==> src/rtl/int_to_fp_pkg.sv <==
// Shared widths, limits and FSM state encoding for the integer-to-FP converter.
package int_to_fp_pkg;

  localparam int EXP_W  = 4;
  localparam int FRAC_W = 8;

  localparam logic [EXP_W-1:0]  EXP_MAX  = '1;
  localparam logic [FRAC_W-1:0] FRAC_MAX = '1;
  localparam logic [FRAC_W-1:0] FRAC_ONE = {1'b1, {(FRAC_W-1){1'b0}}};

  typedef enum logic [1:0] {
    S_IDLE  = 2'd0,
    S_NORM  = 2'd1,
    S_ROUND = 2'd2,
    S_DONE  = 2'd3
  } state_t;

endpackage

==> src/rtl/int_to_fp_round_rne.sv <==
// Combinational rounder: normalized frac/exp plus guard/round/sticky in, rounded frac/exp/ovf out.
// Rounds to nearest even when I2F_ROUND_EN is defined, otherwise truncates.
module fp_round_rne
  import int_to_fp_pkg::*;
(
  input  logic [FRAC_W-1:0] frac_i,
  input  logic [EXP_W-1:0]  exp_i,
  input  logic              g_i,
  input  logic              r_i,
  input  logic              s_i,
  output logic [FRAC_W-1:0] frac_o,
  output logic [EXP_W-1:0]  exp_o,
  output logic              ovf_o
);

  logic            inc;
  logic [FRAC_W:0] sum;

`ifdef I2F_ROUND_EN
  assign inc = g_i & (r_i | s_i | frac_i[0]);
`else
  logic unused_grs;
  assign unused_grs = g_i | r_i | s_i;
  assign inc        = 1'b0;
`endif

  assign sum = {1'b0, frac_i} + {{FRAC_W{1'b0}}, inc};

  always_comb begin
    frac_o = sum[FRAC_W-1:0];
    exp_o  = exp_i;
    ovf_o  = 1'b0;
    if (sum[FRAC_W]) begin
      // Carry out of the fraction renormalizes to 0.1000_0000 one exponent up.
      if (exp_i == EXP_MAX) begin
        frac_o = FRAC_MAX;
        exp_o  = EXP_MAX;
        ovf_o  = 1'b1;
      end else begin
        frac_o = FRAC_ONE;
        exp_o  = exp_i + 4'd1;
      end
    end
  end

endmodule

==> src/rtl/int_to_fp.sv <==
// Sequential signed-integer to FP converter: one normalizing shift per cycle, then round.
// Rounding mode selected by I2F_ROUND_EN (nearest-even when defined, truncate otherwise).
//
// state   | meaning
// --------+-----------------------------------------------------------
// S_IDLE  | ready for a new operand
// S_NORM  | shifting magnitude left until its top fraction bit is set
// S_ROUND | extracting frac/g/r/s, rounding, registering the result
// S_DONE  | result valid, held until the consumer takes it
module int_to_fp
  import int_to_fp_pkg::*;
#(
  parameter int IN_W = 16
) (
  input  logic              clk,
  input  logic              reset_n,
  input  logic              in_valid,
  output logic              in_ready,
  input  logic [IN_W-1:0]   int_in,
  output logic              out_valid,
  input  logic              out_ready,
  output logic              sign_out,
  output logic [EXP_W-1:0]  exp_out,
  output logic [FRAC_W-1:0] frac_out,
  output logic              ovf
);

  state_t              state_q, state_d;
  logic [IN_W-1:0]     mag_q, mag_d;
  logic [EXP_W-1:0]    exp_q, exp_d;
  logic                sign_q, sign_d;
  logic                res_sign_q, res_sign_d;
  logic [EXP_W-1:0]    res_exp_q, res_exp_d;
  logic [FRAC_W-1:0]   res_frac_q, res_frac_d;
  logic                res_ovf_q, res_ovf_d;

  // Magnitude below its sign-weight bit, zero-padded so g/r/s exist for every IN_W.
  logic [IN_W+1:0]     ext;
  logic [FRAC_W-1:0]   rnd_frac;
  logic [EXP_W-1:0]    rnd_exp;
  logic                rnd_ovf;

  assign ext = {mag_q[IN_W-2:0], 3'b000};

  fp_round_rne u_round (
    .frac_i (ext[IN_W+1 -: FRAC_W]),
    .exp_i  (exp_q),
    .g_i    (ext[IN_W-7]),
    .r_i    (ext[IN_W-8]),
    .s_i    (|ext[IN_W-9:0]),
    .frac_o (rnd_frac),
    .exp_o  (rnd_exp),
    .ovf_o  (rnd_ovf)
  );

  always_ff @(posedge clk or negedge reset_n) begin
    if (!reset_n) begin
      state_q    <= S_IDLE;
      mag_q      <= '0;
      exp_q      <= '0;
      sign_q     <= 1'b0;
      res_sign_q <= 1'b0;
      res_exp_q  <= '0;
      res_frac_q <= '0;
      res_ovf_q  <= 1'b0;
    end else begin
      state_q    <= state_d;
      mag_q      <= mag_d;
      exp_q      <= exp_d;
      sign_q     <= sign_d;
      res_sign_q <= res_sign_d;
      res_exp_q  <= res_exp_d;
      res_frac_q <= res_frac_d;
      res_ovf_q  <= res_ovf_d;
    end
  end

  always_comb begin
    state_d    = state_q;
    mag_d      = mag_q;
    exp_d      = exp_q;
    sign_d     = sign_q;
    res_sign_d = res_sign_q;
    res_exp_d  = res_exp_q;
    res_frac_d = res_frac_q;
    res_ovf_d  = res_ovf_q;

    case (state_q)
      S_IDLE: begin
        if (in_valid) begin
          sign_d  = int_in[IN_W-1];
          mag_d   = int_in[IN_W-1] ? -int_in : int_in;
          exp_d   = EXP_W'(IN_W-1);
          state_d = S_NORM;
        end
      end
      S_NORM: begin
        if (mag_q == '0 || mag_q[IN_W-1] || mag_q[IN_W-2]) begin
          state_d = S_ROUND;
        end else begin
          mag_d = mag_q << 1;
          exp_d = exp_q - 4'd1;
        end
      end
      S_ROUND: begin
        if (mag_q == '0) begin
          res_sign_d = 1'b0;
          res_exp_d  = '0;
          res_frac_d = '0;
          res_ovf_d  = 1'b0;
        end else if (mag_q[IN_W-1]) begin
          // Only the most-negative input has a magnitude that does not fit IN_W-1 bits.
          res_sign_d = sign_q;
          res_exp_d  = EXP_MAX;
          res_frac_d = FRAC_MAX;
          res_ovf_d  = 1'b1;
        end else begin
          res_sign_d = sign_q;
          res_exp_d  = rnd_exp;
          res_frac_d = rnd_frac;
          res_ovf_d  = rnd_ovf;
        end
        state_d = S_DONE;
      end
      S_DONE: begin
        if (out_ready) state_d = S_IDLE;
      end
      default: state_d = S_IDLE;
    endcase
  end

  assign in_ready  = (state_q == S_IDLE);
  assign out_valid = (state_q == S_DONE);
  assign sign_out  = res_sign_q;
  assign exp_out   = res_exp_q;
  assign frac_out  = res_frac_q;
  assign ovf       = res_ovf_q;

endmodule

==> config.mk <==
export PLATFORM = sky130hd
export DESIGN_NAME = int_to_fp
export DESIGN_NICKNAME = d
export VERILOG_FILES = /design/src/rtl/int_to_fp_pkg.sv /design/src/rtl/int_to_fp_round_rne.sv /design/src/rtl/int_to_fp.sv
export SDC_FILE = /design/constraint.sdc
export NUM_CORES = 1
export LEC_CHECK = 0
export CORE_AREA = 2 2 88 90
export DETAILED_ROUTE_END_ITERATION = 10
export DIE_AREA = 0 0 90 92
export SLEW_MARGIN = 15
export SYNTH_ARGS = -nofsm -noshare
export SYNTH_HDL_FRONTEND = slang
export SYNTH_SLANG_ARGS = --single-unit
==> constraint.sdc <==
create_clock -name clk -period 4.4 [get_ports clk]
set_input_delay 0.88 -clock clk [delete_from_list [all_inputs] [get_ports clk]]
set_output_delay 0.88 -clock clk [all_outputs]
set_load 0.1 [all_outputs]
==> reports/metrics.yaml <==
worst_setup_path:
  worst_setup_path_end_kind: "primary output"
  worstPathMaxFanout: 7
  worstPathArrival_ns: 2.24
  critPathKind: "register to primary output"
  cp-start-kind: "register"
  required_ns: 3.52
run_status:
  status: "complete, no violations"
floorplan:
  initial_core_util_pct: 28.9
  core-area_sq_mm: 0.00745
  dieWidth_microns: 90
  pin_count: 36
  die-area_sq_mm: 0.00828
  die_h_microns: 92
  rows: 32
sta:
  final_max_slew_viol_count: 0
  min_period_ns: 3.12
  setup_violations: 0
  slew_headroom_pct: 34.5
  timing.fmax_ghz: 0.321
  tightest_slew_ns: 0.979
  period_share_pct: 70.8
  setup_tns_ns: 0
  finalHoldViolations: 0
  skew_ns: 0.00334
  rsz0062_at_grt: "no"
grt:
  grt_max_degree: 38
  antenna_found_initial: 0
  track_usage_pct: 11.9
  first_global_vias: 1639
  grt_pass1_wl_mm: 8.00
  grt_overflow_total: 0
clock_network:
  htreeDepth: 2
  postCtsSetupBuffers: 0
  holdBufCountCts: 0
  clock_sinks: 37
  clk_pin_slew_worst_paths_ns: 0.07
  cts_buffer_depth: 2
  cts_made_buffers: 5
  cts_tree: "yes"
  clock_latency_ns: 0.29
  cts_resized: 0
  cts-root-buf: "clkbuf_8"
logic_synthesis:
  synth_top_cell_by_area: "dfrtp_1"
  synth-seq-cells: 37
  synthArstFlopShare_pct: 100
  syn_nets: 270
  synth_cell_types: 43
  synth_top_area_share_pct: 43.0
  synthTopCellsByCount: "dfrtp_1 (37), nor2_1 (27), nand2_1 (24)"
  netlist_area_sq_mm: 0.00215
  synthCells: 244
  ys_seq_area_share_pct: 43.0
  syn_avg_cell_area_sq_um: 8.81
  synth_most_common_cell: "dfrtp_1"
  ys.flop_type: "dfrtp_1"
  synth_warnings: 0
  synth_edf_count: 0
  ys_top_cells_by_area: "dfrtp_1 (43%), nor2_1 (4.7%), o21ai_0 (4.4%)"
drt:
  drc_errors: 0
  drt_iter0_drc: 68
  drt_wl_total_mm: 4.80
  ant_nets: 0
  first_pass_iters: 4
  vias: 1804
  wire_per_inst_microns: 12.7
  via_per_inst: 4.77
pwr:
  power.static_leakage_nw: 1.14
  total_power_mw: 2.20
  p_per_area_mw_per_mm2: 819
  peakVddDrop_mv: 0.168
placement:
  routabilityCongestion: 0.859
  numPortBuffers: 35
  place_area_sq_mm: 0.00260
  hpwl_mm: 3.49
finish:
  final_area_sq_mm: 0.00269
  utilization_pct: 36.1
  drive_above_1_share_pct: 7.97
  finalNetCount: 302
  antennaDiodeCount: 0
  syn2layout_area_growth_pct: 25.1
hold_path:
  hold_path_class: "register to register"
job:
  cap_violations: 0
-- worst max-delay path: stages (launching register included) --
cell and delay [ns]:
dfrtp_1 0.40, inv_1 0.10, ha_1 0.27, clkdlybuf4s50_1 1.17
-- state kept, by name, indices dropped and copies added, names as in the netlist --
register,flops
mag_q,16
frac_out,8
exp_out,4
exp_q,4
state_q,2
ovf,1
sign_out,1
sign_q,1
-- through the flow --
| step | cells | worst slack (ns) | hold WS [ns] |
|---|---|---|---|
| floorplan | 244 | 1.98 | 0.459 |
| global placement | 371 | 1.40 | 0.487 |
| detailed placement | 371 | 1.37 | 0.491 |
| CTS | 378 | 1.27 | 0.508 |
| global route | 378 | 1.19 | 0.526 |
| finish | 378 | 1.28 | 0.501 |
-- layer usage --
metal	wire, microns	global-route usage (%)	vias to the layer above
li1	-	-	919
met1	2500	16.9	830
met2	1960	17.3	50
met3	265	3.20	5
met4	73	4.49	0
met5	0	0	-
-- placed cells by master, fill, tap and decap left out, types with 6 or more instances in the layout --
master | synthesis | routed
clkdlybuf4s50_1 | 0 | 35
clkbuf_8 | 0 | 6
inv_1 | 23 | 23
or3_1 | 7 | 7
mux2i_1 | 6 | 6
ha_1 | 6 | 6
nor2_1 | 27 | 27
o22ai_1 | 12 | 12
dfrtp_1 | 37 | 37
a21oi_1 | 6 | 6
o21ai_0 | 19 | 19
nand2_1 | 24 | 24
-- power breakdown --
group | switching [mW] | total [mW] | internal (mW)
Clock | 0.119 | 0.243 | 0.124
Sequential | 0.131 | 0.630 | 0.499
Combinational | 0.929 | 1.33 | 0.402
Total | 1.18 | 2.20 | 1.02
-- cell type report --
type	instances	area, sq um
Fill cell	807	4760
Multi-Input combinational cell	169	1080
Sequential cell	37	926
Tap cell	102	128
Inverter	23	86.3
Clock buffer	7	86.3
Timing Repair Buffer	40	388
-- final timing paths --
path                            slack (ns)       start  cells past startpoint           to
worst max-delay path                  1.28  state_q[0]                      3     in_ready
worst min-delay path                  0.50    exp_q[2]                      1     exp_q[2]
worst max register to register        1.92  state_q[1]                      8     exp_q[2]
worst min register to register        0.50    exp_q[2]                      1     exp_q[2]
max in group asynchronous             3.06     reset_n                      2     mag_q[1]
min in group asynchronous             1.02     reset_n                      2  frac_out[7]
-- logic make-up after synthesis --
family                   Yosys count  share of synthesized area (%)
XOR/XNOR                           9                           3.66
AO/OA/AOI/OAI                     63                           20.3
flip-flops                        37                           43.0
buffers and inverters             38                           7.21
multiplexers                       9                           4.36
AND/OR/NAND/NOR                   82                           17.9
adder cells (fa/ha/maj)            6                           3.49
Power figures use the tool's default switching activity.
